$ cat config.mk
export PLATFORM = sky130hd
export DESIGN_NAME = sfft_readout_bridge
export DESIGN_NICKNAME = d
export VERILOG_FILES = /design/src/rtl/sfft_readout_bridge.sv
export SDC_FILE = /design/constraint.sdc
export NUM_CORES = 1
export LEC_CHECK = 0
export CORE_UTILIZATION = 46
export CTS_CLUSTER_SIZE = 30
export DETAILED_ROUTE_END_ITERATION = 10
export DONT_BUFFER_PORTS = 1
export PLACE_DENSITY = 0.63
export RECOVER_POWER = 50
export SLEW_MARGIN = 30
export SYNTH_ARGS = -nofsm -noshare
export SYNTH_HDL_FRONTEND = slang
export SYNTH_SLANG_ARGS = --single-unit
$ cat constraint.sdc
create_clock -name clk -period 3.6 [get_ports clk]
set_input_delay 0.72 -clock clk [delete_from_list [all_inputs] [get_ports clk]]
set_output_delay 0.72 -clock clk [all_outputs]
set_load 0.02 [all_outputs]
$ cat src/rtl/sfft_readout_bridge.sv
// -----------------------------------------------------------------------------
// sfft_readout_bridge
//
// Byte-wide bus window onto the SFFT result memory, plus a frame counter and a
// lock handshake. While software holds the bridge LOCKED the pipeline is told
// (output_hold) not to overwrite the result memory, so a consistent frame can
// be read out. Frames that complete while locked are counted as drops.
//
// Word map (W = address[15:2], byte lane = address[1:0], lane 0 = LSB):
//   W <  NBINS*NUM_CHANNELS      : result bin {channel, bin}
//   W == NBINS*NUM_CHANNELS      : frame counter snapshot taken at lock
//   W == NBINS*NUM_CHANNELS + 1  : status {drop_count, 5'b0, overrun, locked, frame_valid}
//   otherwise                    : reads 0x00
// Writes to word 0 drive the lock: writedata[0]=1 locks, 0 unlocks.
//
// Ports:
//   clk, reset        single clock, synchronous active-high reset
//   frame_done        one-cycle pulse per completed frame
//   bin_addr          result memory read address {channel, bin}
//   bin_data          result memory data, one cycle after bin_addr
//   output_hold       high while LOCKED
//   chipselect, read, write, address, writedata   bus request
//   readdata, readdatavalid                       read response, 1 cycle later
// -----------------------------------------------------------------------------
module sfft_readout_bridge #(
    parameter int NFFT_LOG2     = 9,
    parameter int NUM_CHANNELS  = 2,
    parameter int DATA_WIDTH    = 32,
    parameter int COUNTER_WIDTH = 32
) (
    input  logic                   clk,
    input  logic                   reset,
    input  logic                   frame_done,
    output logic [NFFT_LOG2+1:0]   bin_addr,
    input  logic [DATA_WIDTH-1:0]  bin_data,
    output logic                   output_hold,
    input  logic                   chipselect,
    input  logic                   read,
    input  logic                   write,
    input  logic [15:0]            address,
    input  logic [7:0]             writedata,
    output logic [7:0]             readdata,
    output logic                   readdatavalid
);

    localparam int NBINS = 2 ** NFFT_LOG2;
    localparam logic [13:0] CNT_WORD  = 14'(NBINS * NUM_CHANNELS);
    localparam logic [13:0] STAT_WORD = 14'(NBINS * NUM_CHANNELS + 1);
    localparam logic [COUNTER_WIDTH-1:0] CNT_ONE = COUNTER_WIDTH'(1);

    typedef enum logic [1:0] {
        REG_BIN  = 2'd0,
        REG_CNT  = 2'd1,
        REG_STAT = 2'd2,
        REG_ZERO = 2'd3
    } region_t;

    typedef enum logic {
        ST_UNLOCKED = 1'b0,
        ST_LOCKED   = 1'b1
    } state_t;

    // Select one byte of a 32-bit little-endian word.
    function automatic logic [7:0] byte_lane(input logic [31:0] word, input logic [1:0] lane);
        logic [7:0] b;
        case (lane)
            2'd0:    b = word[7:0];
            2'd1:    b = word[15:8];
            2'd2:    b = word[23:16];
            2'd3:    b = word[31:24];
            default: b = 8'h00;
        endcase
        return b;
    endfunction

    state_t                   state_r, state_next_s;
    logic [COUNTER_WIDTH-1:0] frame_count_r, frame_count_next_s;
    logic [COUNTER_WIDTH-1:0] count_snap_r;
    logic                     frame_valid_r;
    logic                     overrun_r;
    logic [7:0]               drop_count_r;

    logic [13:0]              word_s;
    logic [1:0]               lane_s;
    region_t                  region_s, region_r;
    logic [1:0]               lane_r;
    logic                     rd_accept_s;
    logic                     ctrl_wr_s;
    logic                     lock_evt_s, unlock_evt_s;
    logic [31:0]              cnt_word_s, stat_word_s;
    logic [7:0]               reg_byte_s, reg_byte_r;
    logic                     rdv_r;
    logic [NFFT_LOG2+1:0]     bin_addr_r;
    logic                     unused_s;

    assign word_s      = address[15:2];
    assign lane_s      = address[1:0];
    assign rd_accept_s = chipselect && read && !reset;
    assign ctrl_wr_s   = chipselect && write && (word_s == 14'd0);
    assign unused_s    = ^writedata[7:1];

    assign lock_evt_s   = (state_r == ST_UNLOCKED) && (state_next_s == ST_LOCKED);
    assign unlock_evt_s = (state_r == ST_LOCKED) && (state_next_s == ST_UNLOCKED);

    // The address goes straight to the memory on the accepting cycle so its data
    // is back in time for the one-cycle response; otherwise the last one is held.
    assign bin_addr = rd_accept_s ? address[NFFT_LOG2+3:2] : bin_addr_r;

    // Lock state register.
    always_ff @(posedge clk) begin
        if (reset) begin
            state_r <= ST_UNLOCKED;
        end else begin
            state_r <= state_next_s;
        end
    end

    // Lock next-state decode from control writes to word 0.
    always_comb begin
        state_next_s = state_r;
        case (state_r)
            ST_UNLOCKED: begin
                if (ctrl_wr_s && writedata[0]) begin
                    state_next_s = ST_LOCKED;
                end else begin
                    state_next_s = ST_UNLOCKED;
                end
            end
            ST_LOCKED: begin
                if (ctrl_wr_s && !writedata[0]) begin
                    state_next_s = ST_UNLOCKED;
                end else begin
                    state_next_s = ST_LOCKED;
                end
            end
            default: state_next_s = ST_UNLOCKED;
        endcase
    end

    // Lock state outputs (decoded from the state register, so glitch-free).
    always_comb begin
        output_hold = 1'b0;
        case (state_r)
            ST_LOCKED: output_hold = 1'b1;
            default:   output_hold = 1'b0;
        endcase
    end

    // Frame count including a frame completing this cycle, so a coincident lock
    // captures a snapshot that already contains it.
    always_comb begin
        if (frame_done) begin
            frame_count_next_s = frame_count_r + CNT_ONE;
        end else begin
            frame_count_next_s = frame_count_r;
        end
    end

    // Frame bookkeeping: counter, snapshot, valid/overrun flags, drop counter.
    always_ff @(posedge clk) begin
        if (reset) begin
            frame_count_r <= '0;
            count_snap_r  <= '0;
            frame_valid_r <= 1'b0;
            overrun_r     <= 1'b0;
            drop_count_r  <= 8'h00;
        end else begin
            frame_count_r <= frame_count_next_s;
            if (lock_evt_s) begin
                count_snap_r <= frame_count_next_s;
            end else begin
                count_snap_r <= count_snap_r;
            end
            if (unlock_evt_s) begin
                // A frame finishing on the unlock cycle belongs to the new window.
                frame_valid_r <= frame_done;
                overrun_r     <= 1'b0;
                drop_count_r  <= 8'h00;
            end else if (frame_done && (state_r == ST_LOCKED)) begin
                frame_valid_r <= frame_valid_r;
                overrun_r     <= 1'b1;
                if (drop_count_r != 8'hFF) begin
                    drop_count_r <= drop_count_r + 8'd1;
                end else begin
                    drop_count_r <= drop_count_r;
                end
            end else if (frame_done) begin
                frame_valid_r <= 1'b1;
                overrun_r     <= overrun_r;
                drop_count_r  <= drop_count_r;
            end else begin
                frame_valid_r <= frame_valid_r;
                overrun_r     <= overrun_r;
                drop_count_r  <= drop_count_r;
            end
        end
    end

    assign cnt_word_s  = 32'(count_snap_r);
    assign stat_word_s = {16'h0000, drop_count_r, 5'b00000, overrun_r,
                          (state_r == ST_LOCKED), frame_valid_r};

    // Word region decode of the bus address.
    always_comb begin
        region_s = REG_ZERO;
        if (word_s < CNT_WORD) begin
            region_s = REG_BIN;
        end else if (word_s == CNT_WORD) begin
            region_s = REG_CNT;
        end else if (word_s == STAT_WORD) begin
            region_s = REG_STAT;
        end else begin
            region_s = REG_ZERO;
        end
    end

    // Byte of the internal registers addressed by the current request.
    always_comb begin
        reg_byte_s = 8'h00;
        case (region_s)
            REG_CNT:  reg_byte_s = byte_lane(cnt_word_s, lane_s);
            REG_STAT: reg_byte_s = byte_lane(stat_word_s, lane_s);
            default:  reg_byte_s = 8'h00;
        endcase
    end

    // Read request pipeline stage.
    always_ff @(posedge clk) begin
        if (reset) begin
            rdv_r      <= 1'b0;
            region_r   <= REG_ZERO;
            lane_r     <= 2'd0;
            reg_byte_r <= 8'h00;
            bin_addr_r <= '0;
        end else if (rd_accept_s) begin
            rdv_r      <= 1'b1;
            region_r   <= region_s;
            lane_r     <= lane_s;
            reg_byte_r <= reg_byte_s;
            bin_addr_r <= address[NFFT_LOG2+3:2];
        end else begin
            rdv_r      <= 1'b0;
            region_r   <= region_r;
            lane_r     <= lane_r;
            reg_byte_r <= reg_byte_r;
            bin_addr_r <= bin_addr_r;
        end
    end

    // Response: bin bytes come from the memory data arriving this cycle (lanes
    // beyond DATA_WIDTH read zero via zero extension); other regions are registered.
    always_comb begin
        readdatavalid = rdv_r;
        if (!rdv_r) begin
            readdata = 8'h00;
        end else if (region_r == REG_BIN) begin
            readdata = byte_lane(32'(bin_data), lane_r);
        end else begin
            readdata = reg_byte_r;
        end
    end

endmodule
==> results.tsv <==
stage	metric	value	unit
run_status	status	completed	
min_path	Hold Path Sink	lane_r[0]	
sta	max-slew violations	0	
grt	first-pass GRT wire length	17000	um
cells_and_area	area delta synth->final	5.02	%
setup_path	Worst Path Required	3.90	ns
run	Max Cap Violations	0	
floorplanning	Rows	37	
placed_design	port buffer count	0	
clock_network	CTS Buffer Depth	2	
synth	Synth Flop Type	dfxtp_1	
clock_network	clock sink total	99	
synth	count of cell types in the netlist	42	
clock_network	Clk Latency, worst-skew pair	0.36	ns
cells_and_area	Final #Nets	599	
clock_network	Resized Gates After CTS	0	
setup_path	WP data arrival	3.16	ns
pwr	IR drop worst, VDD	0.159	mV
clock_network	root cell of the clock tree	clkbuf_8	
setup_path	Critical Path Sink Type	register	
setup_path	CP Max Fanout	8	
floorplanning	die height	105	um
clock_network	TritonCTS buffer count	9	
grt	total track usage	19.5	%
grt	initial antenna violation count	0	
sta	Rel. slew slack	47.2	%
cells_and_area	design area	0.00508	mm2
floorplanning	Core Area	0.0103	mm2
setup_path	CP Class	primary input to register	
synth	Seq/Total Area, Yosys	41.0	%
routing	met3 WL	406	um
synth	Yosys top cell area share	41.0	%
min_path	worst hold start	reset	
sta	final hold violations	0	
cells_and_area	Register Area	0.00198	mm2
sta	Sum Neg Setup Slack	0	ns
clock_network	Worst-path clk slew	0.09	ns
routing	max layer used	met4	
routing	via density per instance	5.44	
floorplanning	die area	0.0109	mm2
synth	Post-synth EDFFs	0	
synth	Synthesis Warnings	0	
routing	1st-iter DRT viols	203	
placed_design	area of placed instances	0.00490	mm2
sta	final period utilization	79.4	%
sta	Final setup viols	0	
min_path	worst hold path type	primary input to register	
synth	count leader, synth	nor2_1	
sta	RSZ-0062 raised after global routing	no	
clock_network	post-CTS setup buffers	0	
setup_path	worst flop-to-flop path endpoint	cnt_word_s[15]	
sta	clock skew	0.00754	ns
floorplanning	I/O pin count	83	
setup_path	Worst Reg-to-Reg Cells	6	
placed_design	dpl hpwl	7320	um
sta	fmax	350	MHz
routing	drt drc	0	
synth	Area contributors post-synth	dfxtp_1 (41%), nor2_1 (7.8%), a211oi_2 (7.2%)	
min_path	hold depth	1	
grt	number of global-route vias before repair	3450	
routing	WL/cell	15.1	um
pwr	pwr/cell area	378	mW/mm2
routing	drt total wl	10200	um
clock_network	Post-CTS Hold Fix Bufs	0	
synth	Synth Cell Area	0.00484	mm2
pwr	Power Total	1.92	mW
setup_path	r2r setup slk	1.42	ns
clock_network	H-tree lvl count	3	
routing	Routed met1 length	4650	um
synth	Post-synth top cells	nor2_1 (100), dfxtp_1 (99), nand2_1 (89)	
grt	total grt overflow	0	
synth	syn nets	617	
setup_path	CP Launch Type	primary input	
floorplanning	Horiz. Die Dim	105	um
synth	largest area contributor in the netlist	dfxtp_1	
synth	Yosys reg bits	99	
cells_and_area	Antenna Cells	0	
floorplanning	Initial Util	47.1	%
pwr	Leak	1.69	nW
routing	DRT Pass-1 Iters	4	
synth	Synth async-reset ratio	0	%
cells_and_area	# fillers	998	
grt	pin count of the biggest net entering global routing	89	
synth	Synth Instances	551	
sta	Period minus WS final	2.86	ns
routing	DRT antenna net count	0	
cells_and_area	layout cells sized above 1	12.1	%
sta	hold_ws	0.419	ns
placed_design	Final Wtd Congestion	0.754	
sta	Worst Tran Pin Value	0.789	ns
routing	DR WL met2	4970	um
cells_and_area	multi-input logic area	0.00264	mm2
clock_network	CTS tree	built	
routing	via count	3668	
synth	Avg Synthesized Cell Area	8.78	um2
setup_path	worst r2r src	frame_count_r[0]	
-- area by class of cell --
cell class                      instances  area share [%]
Multi-Input combinational cell        406            52.0
Sequential cell                        99            39.0
Tap cell                              136            3.35
Clock buffer                            9            2.44
Clock inverter                          7            1.48
Timing Repair Buffer                    6           0.912
Inverter                               11           0.813
-- how the worst max path moves through the flow --
stage	to	cells after the start	start	slack (ns)
after CTS	reg_byte_r[2]	9	address[7]	0.76
after detailed placement	reg_byte_r[5]	11	address[7]	0.36
after global routing	reg_byte_r[5]	11	address[7]	0.61
final	reg_byte_r[6]	9	address[7]	0.74
after floorplan	reg_byte_r[1]	12	address[7]	0.57
after global placement	reg_byte_r[5]	11	address[7]	0.45
-- layout by cell type, fill, tap and decap left out, drive strengths merged, types with 12 or more instances in the layout --
cell type,instances
nand4,12
xor2,16
mux4,15
dfxtp,99
nand3,18
a22oi,12
nand2,89
a211oi,32
inv,13
xnor2,14
clkbuf,12
nor2,100
a21oi,21
-- power breakdown --
group          total [mW]  leakage (nW)  switching, mW  internal (mW)
sequential           1.12         0.800         0.0109           1.10
clock               0.727         0.104          0.400          0.327
combinational      0.0761         0.785         0.0419         0.0341
total                1.92          1.69          0.453           1.47
-- per-layer routing --
layer  global-route usage [%]  vias up
li1                         -     1881
met1                     26.7     1730
met2                     30.7       45
met3                     3.18       12
met4                     7.96        0
met5                        0        -
-- sequential cells by signal, indices dropped and copies added, names as in the netlist --
name / flops
state_r: 1
drop_count_r: 8
lane_r: 2
bin_addr_r: 11
readdatavalid: 1
frame_count_r: 32
overrun_r: 1
cnt_word_s: 32
reg_byte_r: 8
frame_valid_r: 1
region_r: 2
-- stage by stage --
step / cells / util, % / worst slack, ns
finish: 674 / 49.4 / 0.743
global route: 674 / 49.4 / 0.610
CTS: 674 / 49.6 / 0.758
detailed placement: 658 / 47.7 / 0.364
global placement: 658 / 47.7 / 0.447
floorplan: 551 / - / 0.573
-- critical path, cell delays in order --
cell,delay [ns]
or4_1,0.56
or3_1,0.47
o21ai_0,0.23
and2_1,0.18
inv_1,0.06
ha_1,0.27
nor2_1,0.41
a22oi_1,0.13
nor2_1,0.11
-- cells by family (layout without fill, tap and decap cells) --
group	Yosys count	after routing	synth area share, %
and+or+nand+nor	257	257	23.6
DFF	99	99	41.0
AOI/OAI and AO/OA	95	95	16.7
buffers and inverters	46	33	4.27
xor gates and xnor gates	30	30	5.43
muxes	20	20	8.02
adders and majority gates	4	4	1.03
No activity file was read; power rests on OpenSTA's default activity.
